**src/rtl/log_lane_ctrl_if.sv**
```systemverilog
// Processor register-write bus into the log lane controller.
// The CPU side drives the strobe, address and data; the controller only listens.
interface log_lane_ctrl_if;
    logic        wr_en;
    logic [5:0]  wr_addr;
    logic [15:0] wr_data;

    modport master (output wr_en, output wr_addr, output wr_data);
    modport slave  (input  wr_en, input  wr_addr, input  wr_data);
endinterface

```
**src/rtl/log_lane_ctrl.sv**
```systemverilog
// Per-frame motion controller for the log sprite layer.
// Holds a working copy of every log's x/ctrl that the CPU and the per-frame
// mover update, and a shadow copy that drives the sprite source. The shadow
// copy only changes in COMMIT, so the sprite source never sees a half-moved frame.
module log_lane_ctrl #(
    parameter int N_LOGS     = 20,
    parameter int N_LANES    = 4,
    parameter int H_MAX      = 640,
    parameter int LANE_Y0    = 96,
    parameter int LANE_PITCH = 32
) (
    input  logic                  clk,
    input  logic                  reset_n,
    input  logic                  frame_tick,
    log_lane_ctrl_if.slave        bus,
    output logic [N_LOGS*11-1:0]  log_x,
    output logic [N_LOGS*11-1:0]  log_y,
    output logic [N_LOGS*4-1:0]   log_ctrl,
    output logic                  busy,
    output logic                  overrun
);
    localparam int PER_LANE = N_LOGS / N_LANES;
    localparam int IW       = $clog2(N_LOGS);
    localparam int LW       = (N_LANES > 1) ? $clog2(N_LANES) : 1;
    localparam int ADDR_LANE0 = 32;
    localparam int ADDR_CLR   = 63;

    typedef enum logic [1:0] {S_IDLE, S_UPDATE, S_COMMIT} state_t;

    state_t          state_reg, state_next;
    logic [IW-1:0]   idx_reg, idx_next;

    logic [10:0]     work_x_reg    [N_LOGS];
    logic [3:0]      work_ctrl_reg [N_LOGS];
    logic [10:0]     shad_x_reg    [N_LOGS];
    logic [3:0]      shad_ctrl_reg [N_LOGS];

    logic            pend_en_reg   [N_LANES];
    logic            pend_dir_reg  [N_LANES];
    logic [3:0]      pend_per_reg  [N_LANES];
    logic [3:0]      pend_step_reg [N_LANES];
    logic            act_en_reg    [N_LANES];
    logic            act_dir_reg   [N_LANES];
    logic [3:0]      act_per_reg   [N_LANES];
    logic [3:0]      act_step_reg  [N_LANES];
    logic [3:0]      fcnt_reg      [N_LANES];

    logic            overrun_reg;

    // Decoded CPU write fields; x is clamped so working x always stays below H_MAX.
    logic [10:0]     wr_x;
    logic [3:0]      wr_ctrl;
    logic            unused_wr_bit;
    assign wr_x    = (bus.wr_data[10:0] >= 11'(H_MAX)) ? 11'(H_MAX - 1) : bus.wr_data[10:0];
    assign wr_ctrl = bus.wr_data[14:11];
    assign unused_wr_bit = bus.wr_data[15];

    // Shared mover: one log per UPDATE cycle, selected by idx_reg.
    logic [LW-1:0]   cur_lane;
    logic [11:0]     cur_x, cur_step, sum_x, right_x, left_x;
    logic [10:0]     moved_x;
    logic            lane_move;
    assign cur_lane  = LW'(idx_reg / IW'(PER_LANE));
    assign cur_x     = {1'b0, work_x_reg[idx_reg]};
    assign cur_step  = {8'd0, act_step_reg[cur_lane]};
    assign sum_x     = cur_x + cur_step;
    assign right_x   = (sum_x >= 12'(H_MAX)) ? sum_x - 12'(H_MAX) : sum_x;
    assign left_x    = (cur_x < cur_step) ? cur_x + 12'(H_MAX) - cur_step : cur_x - cur_step;
    assign moved_x   = act_dir_reg[cur_lane] ? left_x[10:0] : right_x[10:0];
    assign lane_move = act_en_reg[cur_lane] && (fcnt_reg[cur_lane] == act_per_reg[cur_lane]);

    // State and log index registers.
    always_ff @(posedge clk or negedge reset_n) begin
        if (!reset_n) begin
            state_reg <= S_IDLE;
            idx_reg   <= '0;
        end else begin
            state_reg <= state_next;
            idx_reg   <= idx_next;
        end
    end

    // Frame sequencing: IDLE -> UPDATE (one log per cycle) -> COMMIT -> IDLE.
    always_comb begin
        state_next = state_reg;
        idx_next   = idx_reg;
        case (state_reg)
            S_IDLE: begin
                if (frame_tick) begin
                    state_next = S_UPDATE;
                    idx_next   = '0;
                end
            end
            S_UPDATE: begin
                if (idx_reg == IW'(N_LOGS - 1)) begin
                    state_next = S_COMMIT;
                end else begin
                    idx_next = idx_reg + 1'b1;
                end
            end
            S_COMMIT: state_next = S_IDLE;
            default:  state_next = S_IDLE;
        endcase
    end

    assign busy = (state_reg != S_IDLE);

    genvar gi;
    generate
        for (gi = 0; gi < N_LOGS; gi++) begin : g_log
            // Working copy: a CPU write wins over the move of the same log in the same cycle.
            always_ff @(posedge clk or negedge reset_n) begin
                if (!reset_n) begin
                    work_x_reg[gi]    <= '0;
                    work_ctrl_reg[gi] <= '0;
                end else if (bus.wr_en && bus.wr_addr == 6'(gi)) begin
                    work_x_reg[gi]    <= wr_x;
                    work_ctrl_reg[gi] <= wr_ctrl;
                end else if (state_reg == S_UPDATE && idx_reg == IW'(gi) && lane_move) begin
                    work_x_reg[gi]    <= moved_x;
                end
            end

            // Shadow copy: snapshot of the working copy taken once per frame.
            always_ff @(posedge clk or negedge reset_n) begin
                if (!reset_n) begin
                    shad_x_reg[gi]    <= '0;
                    shad_ctrl_reg[gi] <= '0;
                end else if (state_reg == S_COMMIT) begin
                    shad_x_reg[gi]    <= work_x_reg[gi];
                    shad_ctrl_reg[gi] <= work_ctrl_reg[gi];
                end
            end

            assign log_x[11*gi +: 11]  = shad_x_reg[gi];
            assign log_ctrl[4*gi +: 4] = shad_ctrl_reg[gi];
            assign log_y[11*gi +: 11]  = 11'(LANE_Y0 + (gi / PER_LANE) * LANE_PITCH);
        end

        for (gi = 0; gi < N_LANES; gi++) begin : g_lane
            // Pending cfg from the CPU; becomes active only at a frame start.
            always_ff @(posedge clk or negedge reset_n) begin
                if (!reset_n) begin
                    pend_en_reg[gi]   <= 1'b0;
                    pend_dir_reg[gi]  <= 1'b0;
                    pend_per_reg[gi]  <= '0;
                    pend_step_reg[gi] <= '0;
                end else if (bus.wr_en && bus.wr_addr == 6'(ADDR_LANE0 + gi)) begin
                    pend_en_reg[gi]   <= bus.wr_data[0];
                    pend_dir_reg[gi]  <= bus.wr_data[1];
                    pend_per_reg[gi]  <= bus.wr_data[5:2];
                    pend_step_reg[gi] <= bus.wr_data[9:6];
                end
            end

            // Active cfg is frozen for the whole frame.
            always_ff @(posedge clk or negedge reset_n) begin
                if (!reset_n) begin
                    act_en_reg[gi]   <= 1'b0;
                    act_dir_reg[gi]  <= 1'b0;
                    act_per_reg[gi]  <= '0;
                    act_step_reg[gi] <= '0;
                end else if (state_reg == S_IDLE && frame_tick) begin
                    act_en_reg[gi]   <= pend_en_reg[gi];
                    act_dir_reg[gi]  <= pend_dir_reg[gi];
                    act_per_reg[gi]  <= pend_per_reg[gi];
                    act_step_reg[gi] <= pend_step_reg[gi];
                end
            end

            // Frame counter: a lane moves on frames where fcnt matches its period.
            always_ff @(posedge clk or negedge reset_n) begin
                if (!reset_n) begin
                    fcnt_reg[gi] <= '0;
                end else if (state_reg == S_COMMIT) begin
                    if (!act_en_reg[gi] || fcnt_reg[gi] == act_per_reg[gi]) begin
                        fcnt_reg[gi] <= '0;
                    end else begin
                        fcnt_reg[gi] <= fcnt_reg[gi] + 1'b1;
                    end
                end
            end
        end
    endgenerate

    // Sticky overrun; a new overrun event beats a simultaneous clear.
    always_ff @(posedge clk or negedge reset_n) begin
        if (!reset_n) begin
            overrun_reg <= 1'b0;
        end else if (frame_tick && state_reg != S_IDLE) begin
            overrun_reg <= 1'b1;
        end else if (bus.wr_en && bus.wr_addr == 6'(ADDR_CLR)) begin
            overrun_reg <= 1'b0;
        end
    end

    assign overrun = overrun_reg;
endmodule

```
**src/flat_wrapper.sv**
```systemverilog
// flat-port wrapper written by rule: the top's interface ports become plain ports
module log_lane_ctrl_flat 
#(
    parameter int N_LOGS     = 20,
    parameter int N_LANES    = 4,
    parameter int H_MAX      = 640,
    parameter int LANE_Y0    = 96,
    parameter int LANE_PITCH = 32
)
  (clk, reset_n, frame_tick, log_x, log_y, log_ctrl, busy, overrun, bus_wr_en, bus_wr_addr, bus_wr_data);
  log_lane_ctrl_if bus_i ();
  input  logic clk;
  input  logic reset_n;
  input  logic frame_tick;
  output logic [N_LOGS*11-1:0] log_x;
  output logic [N_LOGS*11-1:0] log_y;
  output logic [N_LOGS*4-1:0] log_ctrl;
  output logic busy;
  output logic overrun;
  input wire logic [$bits(bus_i.wr_en)-1:0] bus_wr_en;
  input wire logic [$bits(bus_i.wr_addr)-1:0] bus_wr_addr;
  input wire logic [$bits(bus_i.wr_data)-1:0] bus_wr_data;
  assign bus_i.wr_en = bus_wr_en;
  assign bus_i.wr_addr = bus_wr_addr;
  assign bus_i.wr_data = bus_wr_data;
  log_lane_ctrl #(.N_LOGS(N_LOGS), .N_LANES(N_LANES), .H_MAX(H_MAX), .LANE_Y0(LANE_Y0), .LANE_PITCH(LANE_PITCH)) u_core (.clk(clk), .reset_n(reset_n), .frame_tick(frame_tick), .bus(bus_i), .log_x(log_x), .log_y(log_y), .log_ctrl(log_ctrl), .busy(busy), .overrun(overrun));
endmodule
```
**config.mk**
```make
export PLATFORM = sky130hd
export DESIGN_NAME = log_lane_ctrl_flat
export DESIGN_NICKNAME = d
export VERILOG_FILES = /design/src/rtl/log_lane_ctrl_if.sv /design/src/rtl/log_lane_ctrl.sv /design/src/flat_wrapper.sv
export SDC_FILE = /design/constraint.sdc
export NUM_CORES = 1
export LEC_CHECK = 0
export ABC_CLOCK_PERIOD_IN_PS = 7550
export BUFFER_PORTS_ARGS = -buffer_cell sky130_fd_sc_hd__buf_2
export CORE_MARGIN = 3
export CORE_UTILIZATION = 30
export DETAILED_ROUTE_END_ITERATION = 12
export SETUP_SLACK_MARGIN = 0.02
export SKIP_CTS_REPAIR_TIMING = 1
export SLEW_MARGIN = 30
export SYNTH_ARGS = -nofsm -noshare
export SYNTH_HDL_FRONTEND = slang
export SYNTH_SLANG_ARGS = --single-unit
```
**constraint.sdc**
```tcl
create_clock -name clk -period 7.55 [get_ports clk]
set_input_delay 0.755 -clock clk [delete_from_list [all_inputs] [get_ports clk]]
set_output_delay 0.755 -clock clk [all_outputs]
set_load 0.01 [all_outputs]
```
==> out/results.md, run 1 <==
• 0 — Final Slew Violations
• flop — critical path launch point type
• 0 ns — final setup TNS
• 87900 µm — total half-perimeter wirelength after legalization and detailed placement
• 123 — Std-Cell Rows
• 3 — number of levels the H-tree was split into
• 51.0% — portion of the post-synthesis area used by sequential elements
• 8.04 ns — required time worst endpoint
• sky130_fd_sc_hd__dfrtp_1, sky130_fd_sc_hd__nand2_1, sky130_fd_sc_hd__buf_4 — cell types occupying the most area after synthesis
• 0 — number of enable-type register cells in the synthesized netlist
• 0 — maxcap violations
• 19.4 nW — leak pwr
• 192 — pin count of the biggest net entering global routing
• 44 — peak fanout along the critical path
• 0 — drt drc
• 0 — total gr overflow
• 1.52 ns — internal reg-to-reg setup slack
• 4205 — count of nets after finishing
• sky130_fd_sc_hd__clkbuf_16 — root buffer selected by CTS
• 119000 µm² — area of the die
• 0.991 ns — slew at the pin with the worst max-slew slack
• 125000 µm — WL final
• 326 — # port buffers
• 7 — First-pass DRT Iterations
• 20.2% — GRT Resource Usage Total
• 6.52 ns — arrival time at the worst endpoint
• u_core.work_x_reg[131] — reg-to-reg endpoint
• 51.0% — share of the synthesized area in the top cell type
• built — clock tree from TritonCTS
• flop — endpoint kind of the worst setup timing path
• 3923 — gate count after technology mapping
• 100% — proportion of register bits with asynchronous set or reset after synthesis
• 0.0402 ns — worst setup skew after layout
• sky130_fd_sc_hd__dfrtp_1 — top flip-flop cell by instance count after synthesis
• 6.03 ns — fin crit period
• 2885 — number of DRC markers in iteration 0
• 33.7% — worst slew margin relative to its limit
• 90 — number of distinct standard cells referenced by the synthesized netlist
• in2async — Hold Crit Class
• 18.4 mW — power after layout
• 80 — total clock buffers created by CTS
• no — RSZ-0062 raised after global routing
• 79.8% — Final period util
• 0 — count of synthesis-stage warnings from yosys
• 34600 µm² — Mapped Area
• 467 nW/µm² — cell area power density
• 548 — Ports
• u_core.idx_reg[1] — RR Startpoint
• 345 µm — die height
• 0.982 — placer's final routability congestion estimate
• 13 — antenna violations before repair
• 704 — clk sinks
• 28400 — total via count in the routed design
• complete, no violations — result of the run
• 0 — Final setup violation count
• reg2reg — category of the critical setup timing path
• 0.417 mV — Max VDD drop
• 0.06 ns — Clock Pin Slew Worst Setup and Hold Paths
• 30.5% — Initial Util
• 21.9 µm — post-DR wirelength/cell
• 0.67 ns — clock latency of the later-clocked register in the worst-skew pair
• 15.7% — fraction of final layout cells sized beyond drive strength 1
• 3 — CTS Buffer Depth
• 0 — endpoints failing hold
• 4.99 — average via count per standard cell
• 14.2% — Area Overhead vs Synth
• 113000 µm² — CORE AREA
• 0 — remaining number of nets flagged by the antenna check after routing
• 704 — register bit count reported by yosys
• 26900 — vias in the first global route
• 19 — depth of the worst register-to-register path
• 8.81 µm² — mean instance size in the synthesized netlist
• 183000 µm — global-route wire length before repair
• 345 µm — Die X
• 0.166 GHz — maximum clock frequency
• sky130_fd_sc_hd__dfrtp_1 — most area-hungry cell type in the Yosys netlist
critical path, cell delays in order (launching register included):
cell                       delay, ns
sky130_fd_sc_hd__dfrtp_2        0.36
sky130_fd_sc_hd__buf_4          0.29
sky130_fd_sc_hd__buf_4          0.60
sky130_fd_sc_hd__nor2b_1        0.26
sky130_fd_sc_hd__a221oi_1       0.41
sky130_fd_sc_hd__o21ai_0        0.13
sky130_fd_sc_hd__a21oi_1        0.43
sky130_fd_sc_hd__a21o_1         0.16
sky130_fd_sc_hd__inv_1          0.05
sky130_fd_sc_hd__ha_1           0.20
sky130_fd_sc_hd__fa_1           0.44
sky130_fd_sc_hd__o311ai_0       0.62
sky130_fd_sc_hd__a21boi_0       0.39
sky130_fd_sc_hd__o21ai_0        0.30
sky130_fd_sc_hd__nand2_1        0.08
sky130_fd_sc_hd__a21oi_1        0.14
sky130_fd_sc_hd__a211oi_1       0.09
sky130_fd_sc_hd__o22ai_1        0.37
sky130_fd_sc_hd__buf_4          0.29
sky130_fd_sc_hd__o22ai_1        0.12
worst max-delay path by stage:
| stage | depth (start not counted) | end | start | slack, ns |
|---|---|---|---|---|
| after CTS | 20 | u_core.work_x_reg[85] | u_core.idx_reg[2] | 1.47 |
| after global routing | 19 | u_core.work_x_reg[131] | u_core.idx_reg[1] | 1.25 |
| after floorplan | 25 | u_core.work_x_reg[107] | u_core.idx_reg[0] | 2.29 |
| after global placement | 18 | u_core.work_x_reg[131] | u_core.idx_reg[2] | 1.56 |
| after detailed placement | 20 | u_core.work_x_reg[85] | u_core.idx_reg[2] | 1.50 |
| final | 19 | u_core.work_x_reg[131] | u_core.idx_reg[1] | 1.52 |
cell usage in the layout, fill, tap and decap left out, drive strengths merged, types with 8 or more instances in the layout:
master	Yosys	routed
nor2b	14	14
nor2	254	254
mux2i	65	65
clkbuf	198	114
o21ai	197	197
clkinv	2	16
o22ai	53	53
or3	8	8
mux4	33	33
mux2	56	56
or2	8	8
conb	2	220
xnor2	23	23
a211oi	8	8
a221oi	10	10
a21o	8	8
nand3	57	57
nand2b	9	9
a21oi	72	72
o31ai	23	23
dfrtp	704	704
nor3	16	16
o221ai	8	8
a31oi	100	100
buf	267	375
and3	9	9
nand4	15	15
nand2	1540	1540
inv	36	39
and2	18	18
ha	41	41
layout make-up:
class                           instances  area [µm²]
Clock buffer                          114        2300
Sequential cell                       704       17600
Fill cell                           11600       73900
Inverter                               38         143
Multi-Input combinational cell       2934       15000
Clock inverter                         26         425
Timing Repair Buffer                  375        2110
Antenna cell                            7        17.5
Tap cell                             1500        1880
layer usage:
layer	global-route usage (%)	share of wire (%)
met1	26.1	41
met2	32.2	47
met3	5.28	8.5
met4	8.18	4.2
met5	0	0.041
power breakdown:
part	switching [mW]	internal [mW]
Clock	1.68	2.38
Sequential	0.914	4.82
Combinational	5.92	2.72
Total	8.52	9.93
Yosys cell counts (10+ instances only):
library cell,instances
sky130_fd_sc_hd__nand2_1,1539
sky130_fd_sc_hd__dfrtp_1,704
sky130_fd_sc_hd__nor2_1,247
sky130_fd_sc_hd__buf_4,224
sky130_fd_sc_hd__clkbuf_1,193
sky130_fd_sc_hd__o21ai_0,186
sky130_fd_sc_hd__a31oi_1,90
sky130_fd_sc_hd__a21oi_1,70
sky130_fd_sc_hd__mux2i_1,65
sky130_fd_sc_hd__nand3_1,57
sky130_fd_sc_hd__mux2_2,54
sky130_fd_sc_hd__o22ai_1,53
sky130_fd_sc_hd__ha_1,41
sky130_fd_sc_hd__inv_1,35
sky130_fd_sc_hd__mux4_2,30
sky130_fd_sc_hd__buf_2,25
sky130_fd_sc_hd__o31ai_1,23
sky130_fd_sc_hd__xnor2_1,23
sky130_fd_sc_hd__and2_1,16
sky130_fd_sc_hd__nor3_1,16
sky130_fd_sc_hd__nor2b_1,14
sky130_fd_sc_hd__nand4_1,13
sky130_fd_sc_hd__o21ai_1,11
sky130_fd_sc_hd__a31oi_4,10
sky130_fd_sc_hd__buf_6,10
metrics by stage:
stage / util [%] / setup slack, ns / cells / instance area [µm²] / hold slack [ns]
CTS: 34.7 / 1.47 / 5690 / 39400 / 0.170
floorplan: - / 2.29 / 4141 / 35400 / 0.435
detailed placement: 32.3 / 1.50 / 5550 / 36700 / 0.451
global route: 34.8 / 1.25 / 5692 / 39500 / 0.158
finish: 34.8 / 1.52 / 5698 / 39500 / 0.114
global placement: 32.3 / 1.56 / 5550 / 36600 / 0.444
logic make-up (layout without fill, tap and decap cells):
family	after synthesis	count (layout)	synth area share [%]
compound gates	524	524	9.80
xor+xnor	27	27	0.684
fa+ha+maj	46	46	1.77
buf+inv	503	553	8.36
flops	704	704	51.0
mux	154	154	5.89
other cells	2	227	0.0217
simple gates	1963	1963	22.5
Power figures use the tool's default switching activity.
==> inputs of run 2 (changes only) <==
--- a/config.mk
+++ b/config.mk
@@ -5,7 +5,7 @@
 export SDC_FILE = /design/constraint.sdc
 export NUM_CORES = 1
 export LEC_CHECK = 0
-export ABC_CLOCK_PERIOD_IN_PS = 7550
+export ABC_CLOCK_PERIOD_IN_PS = 5500
 export BUFFER_PORTS_ARGS = -buffer_cell sky130_fd_sc_hd__buf_2
 export CORE_MARGIN = 3
 export CORE_UTILIZATION = 30
==> constraint.sdc (replaced) <==
create_clock -name clk -period 5.5 [get_ports clk]
set_input_delay 0.55 -clock clk [delete_from_list [all_inputs] [get_ports clk]]
set_output_delay 0.55 -clock clk [all_outputs]
set_load 0.01 [all_outputs]
==> run 2 against run 1 <==
Worst setup slack lost 1.2 ns. Clock skew is 0.017 ns lower. Non-clock buffer count is 32 higher. Routed wire length rose by 0.13%. Combinational power rose by 42%. Register-to-register slack worse by 1.2 ns. Power grew 39%. Sequential share of layout area decreased by 0.33 points. Cell count up 0.47%. Critical endpoint is now u_core.work_x_reg[214]. Largest cell class unchanged. Largest power group unchanged.
==> out/results.md, run 2 (synthesized netlist as in run 1, its figures left out) <==
• complete, no violations — result of the run, unchanged
• 15.1% — Area Overhead vs Synth, was 14.2%
• 0 — remaining number of nets flagged by the antenna check after routing, unchanged
• sky130_fd_sc_hd__clkbuf_16 — root buffer selected by CTS, unchanged
• 326 — # port buffers, unchanged
• 20.3% — GRT Resource Usage Total, was 20.2%
• 0 ns — final setup TNS, unchanged
• 4233 — count of nets after finishing, was 4205
• 3 — CTS Buffer Depth, unchanged
• 0.195 GHz — maximum clock frequency, was 0.166 GHz
• 16.1% — fraction of final layout cells sized beyond drive strength 1, was 15.7%
• 0 — endpoints failing hold, unchanged
• reg2reg — category of the critical setup timing path, unchanged
• 0.07 ns — Clock Pin Slew Worst Setup and Hold Paths, was 0.06 ns
• 0.581 mV — Max VDD drop, was 0.417 mV
• 27200 — vias in the first global route, was 26900
• 2983 — number of DRC markers in iteration 0, was 2885
• 113000 µm² — CORE AREA, unchanged
• flop — critical path launch point type, unchanged
• 0 — drt drc, unchanged
• 87900 µm — total half-perimeter wirelength after legalization and detailed placement, about the same
• 345 µm — die height, unchanged
• 184000 µm — global-route wire length before repair, was 183000 µm
• 21.8 µm — post-DR wirelength/cell, was 21.9 µm
• 29.6% — worst slew margin relative to its limit, was 33.7%
• 125000 µm — WL final, about the same
• 5.62 ns — arrival time at the worst endpoint, was 6.52 ns
• 17 — depth of the worst register-to-register path, was 19
• 3 — number of levels the H-tree was split into, unchanged
• 25.7 mW — power after layout, was 18.4 mW
• 4.95 — average via count per standard cell, was 4.99
• 5725 — Final Instance Count excl. Fillers, was 5698
• sky130_fd_sc_hd__nand2_1 — leading cell type in the layout, fill and taps excluded, unchanged
• 93.3% — Final period util, was 79.8%
• sky130_fd_sc_hd__nand2_1, sky130_fd_sc_hd__dfrtp_1, sky130_fd_sc_hd__buf_2, sky130_fd_sc_hd__nor2_1, sky130_fd_sc_hd__conb_1 — commonest cells after routing, fill and taps aside, unchanged
• 0 — total gr overflow, unchanged
• 548 — Ports, unchanged
• flop — endpoint kind of the worst setup timing path, unchanged
• 1.05 ns — slew at the pin with the worst max-slew slack, was 0.991 ns
• 157 — pin count of the biggest net entering global routing, was 192
• 5578 — post-placement cell count, was 5550
• no — RSZ-0062 raised after global routing, unchanged
• 123 — Std-Cell Rows, unchanged
• 17 — antenna violations before repair, was 13
• 30.5% — Initial Util, unchanged
• 76 — total clock buffers created by CTS, was 80
• built — clock tree from TritonCTS, unchanged
• 19.6 nW — leak pwr, was 19.4 nW
• 0 — Final setup violation count, unchanged
• 0.949 — placer's final routability congestion estimate, was 0.982
• 0.0234 ns — worst setup skew after layout, was 0.0402 ns
• 704 — clk sinks, unchanged
• 11600 — filler cell count, about the same
• 2 — number of stages on the worst hold path
• 5.99 ns — required time worst endpoint, was 8.04 ns
• 20 — peak fanout along the critical path, was 44
• 0.65 ns — clock latency of the later-clocked register in the worst-skew pair, was 0.67 ns
• 0.209 ns — Final Hold Slack, was 0.114 ns
• 0 — maxcap violations, unchanged
• 119000 µm² — area of the die, unchanged
• 6 — First-pass DRT Iterations, was 7
• in2reg — Hold Crit Class, was in2async
• 5.13 ns — fin crit period, was 6.03 ns
• 28300 — total via count in the routed design, was 28400
• 646 nW/µm² — cell area power density, was 467 nW/µm²
• 345 µm — Die X, unchanged
• 0 — Final Slew Violations, unchanged
## run 2: changes by cell type in the layout (fill, tap and decap cells not counted), moves of 3 or more
| cell | previous run | this run |
|---|---|---|
| sky130_fd_sc_hd__buf_12 | 6 | 15 |
| sky130_fd_sc_hd__buf_4 | 41 | 63 |
| sky130_fd_sc_hd__bufinv_16 | 7 | 10 |
| sky130_fd_sc_hd__clkbuf_1 | 18 | 13 |
| sky130_fd_sc_hd__clkbuf_16 | 81 | 77 |
| sky130_fd_sc_hd__clkinv_16 | 3 | 0 |
| sky130_fd_sc_hd__clkinv_2 | 10 | 6 |
| sky130_fd_sc_hd__nor2_1 | 232 | 238 |
| sky130_fd_sc_hd__nor2_2 | 21 | 15 |
## run 2: routing by layer
| metal | GRT usage [%] | wire length, µm | vias to the layer above |
|---|---|---|---|
| met5 | 0 | 73 | - |
| met4 | 8.45 | 5440 | 12 |
| li1 | - | - | 12900 |
| met1 | 25.9 | 50900 | 13900 |
| met2 | 32.5 | 58000 | 1195 |
| met3 | 5.31 | 10500 | 255 |
## run 2: cell type report
cell class,instances,area [µm²],area share [%]
antenna,9,22.5,0.0566
clock inverter,28,483,1.21
multi-input combinational,2934,15000,37.6
clock buffer,105,2180,5.49
sequential,704,17600,44.3
timing repair buffer,407,2480,6.23
inverter,38,146,0.368
tap,1500,1880,4.72
## run 2: worst paths after layout
| kind | from | to | slack (ns) |
|---|---|---|---|
| max | u_core.idx_reg[3] | u_core.work_x_reg[214] | 0.37 |
| min in group asynchronous | reset_n | u_core.log_x[190] | 0.53 |
| max in group asynchronous | reset_n | u_core.log_x[8] | 3.62 |
| max reg2reg | u_core.idx_reg[3] | u_core.work_x_reg[214] | 0.37 |
| min reg2reg | u_core.pend_step_reg[6] | u_core.act_step_reg[6] | 0.46 |
| min | bus_wr_data[1] | u_core.pend_dir_reg[0] | 0.21 |
## run 2: where the power goes
group          internal, mW  total (mW)  switching, mW
Combinational          4.12        12.3           8.18
Clock                  3.27        5.52           2.25
Sequential             6.62        7.88           1.26
Total                  14.0        25.7           11.7
## run 2: worst max-delay path, stage by stage (launching register included)
cell and delay [ns]:
sky130_fd_sc_hd__dfrtp_1 0.39, sky130_fd_sc_hd__clkinvlp_4 0.19, sky130_fd_sc_hd__ha_1 0.27, sky130_fd_sc_hd__a211o_1 0.32, sky130_fd_sc_hd__a41oi_1 0.23, sky130_fd_sc_hd__o221a_2 0.26, sky130_fd_sc_hd__or2_4 0.16, sky130_fd_sc_hd__buf_4 0.13
sky130_fd_sc_hd__mux2_2 0.38, sky130_fd_sc_hd__ha_2 0.41, sky130_fd_sc_hd__a31oi_1 0.16, sky130_fd_sc_hd__nor3_1 0.22, sky130_fd_sc_hd__or3b_4 0.45, sky130_fd_sc_hd__nand4_2 0.23, sky130_fd_sc_hd__nor4_1 0.10, sky130_fd_sc_hd__or4_4 0.75
sky130_fd_sc_hd__nor2_1 0.19, sky130_fd_sc_hd__o22ai_1 0.11
## run 2: metrics by stage
| step | util, % | setup WS [ns] | instance area (µm²) |
|---|---|---|---|
| 5_1_grt | 35.0 | 0.0654 | 39800 |
| 3_5_place_dp | 32.6 | 0.230 | 37000 |
| 6_report | 35.1 | 0.366 | 39800 |
| 4_1_cts | 35.0 | 0.197 | 39700 |
| 2_1_floorplan | - | 0.244 | 35400 |
| 3_3_place_gp | 32.6 | 0.267 | 36900 |
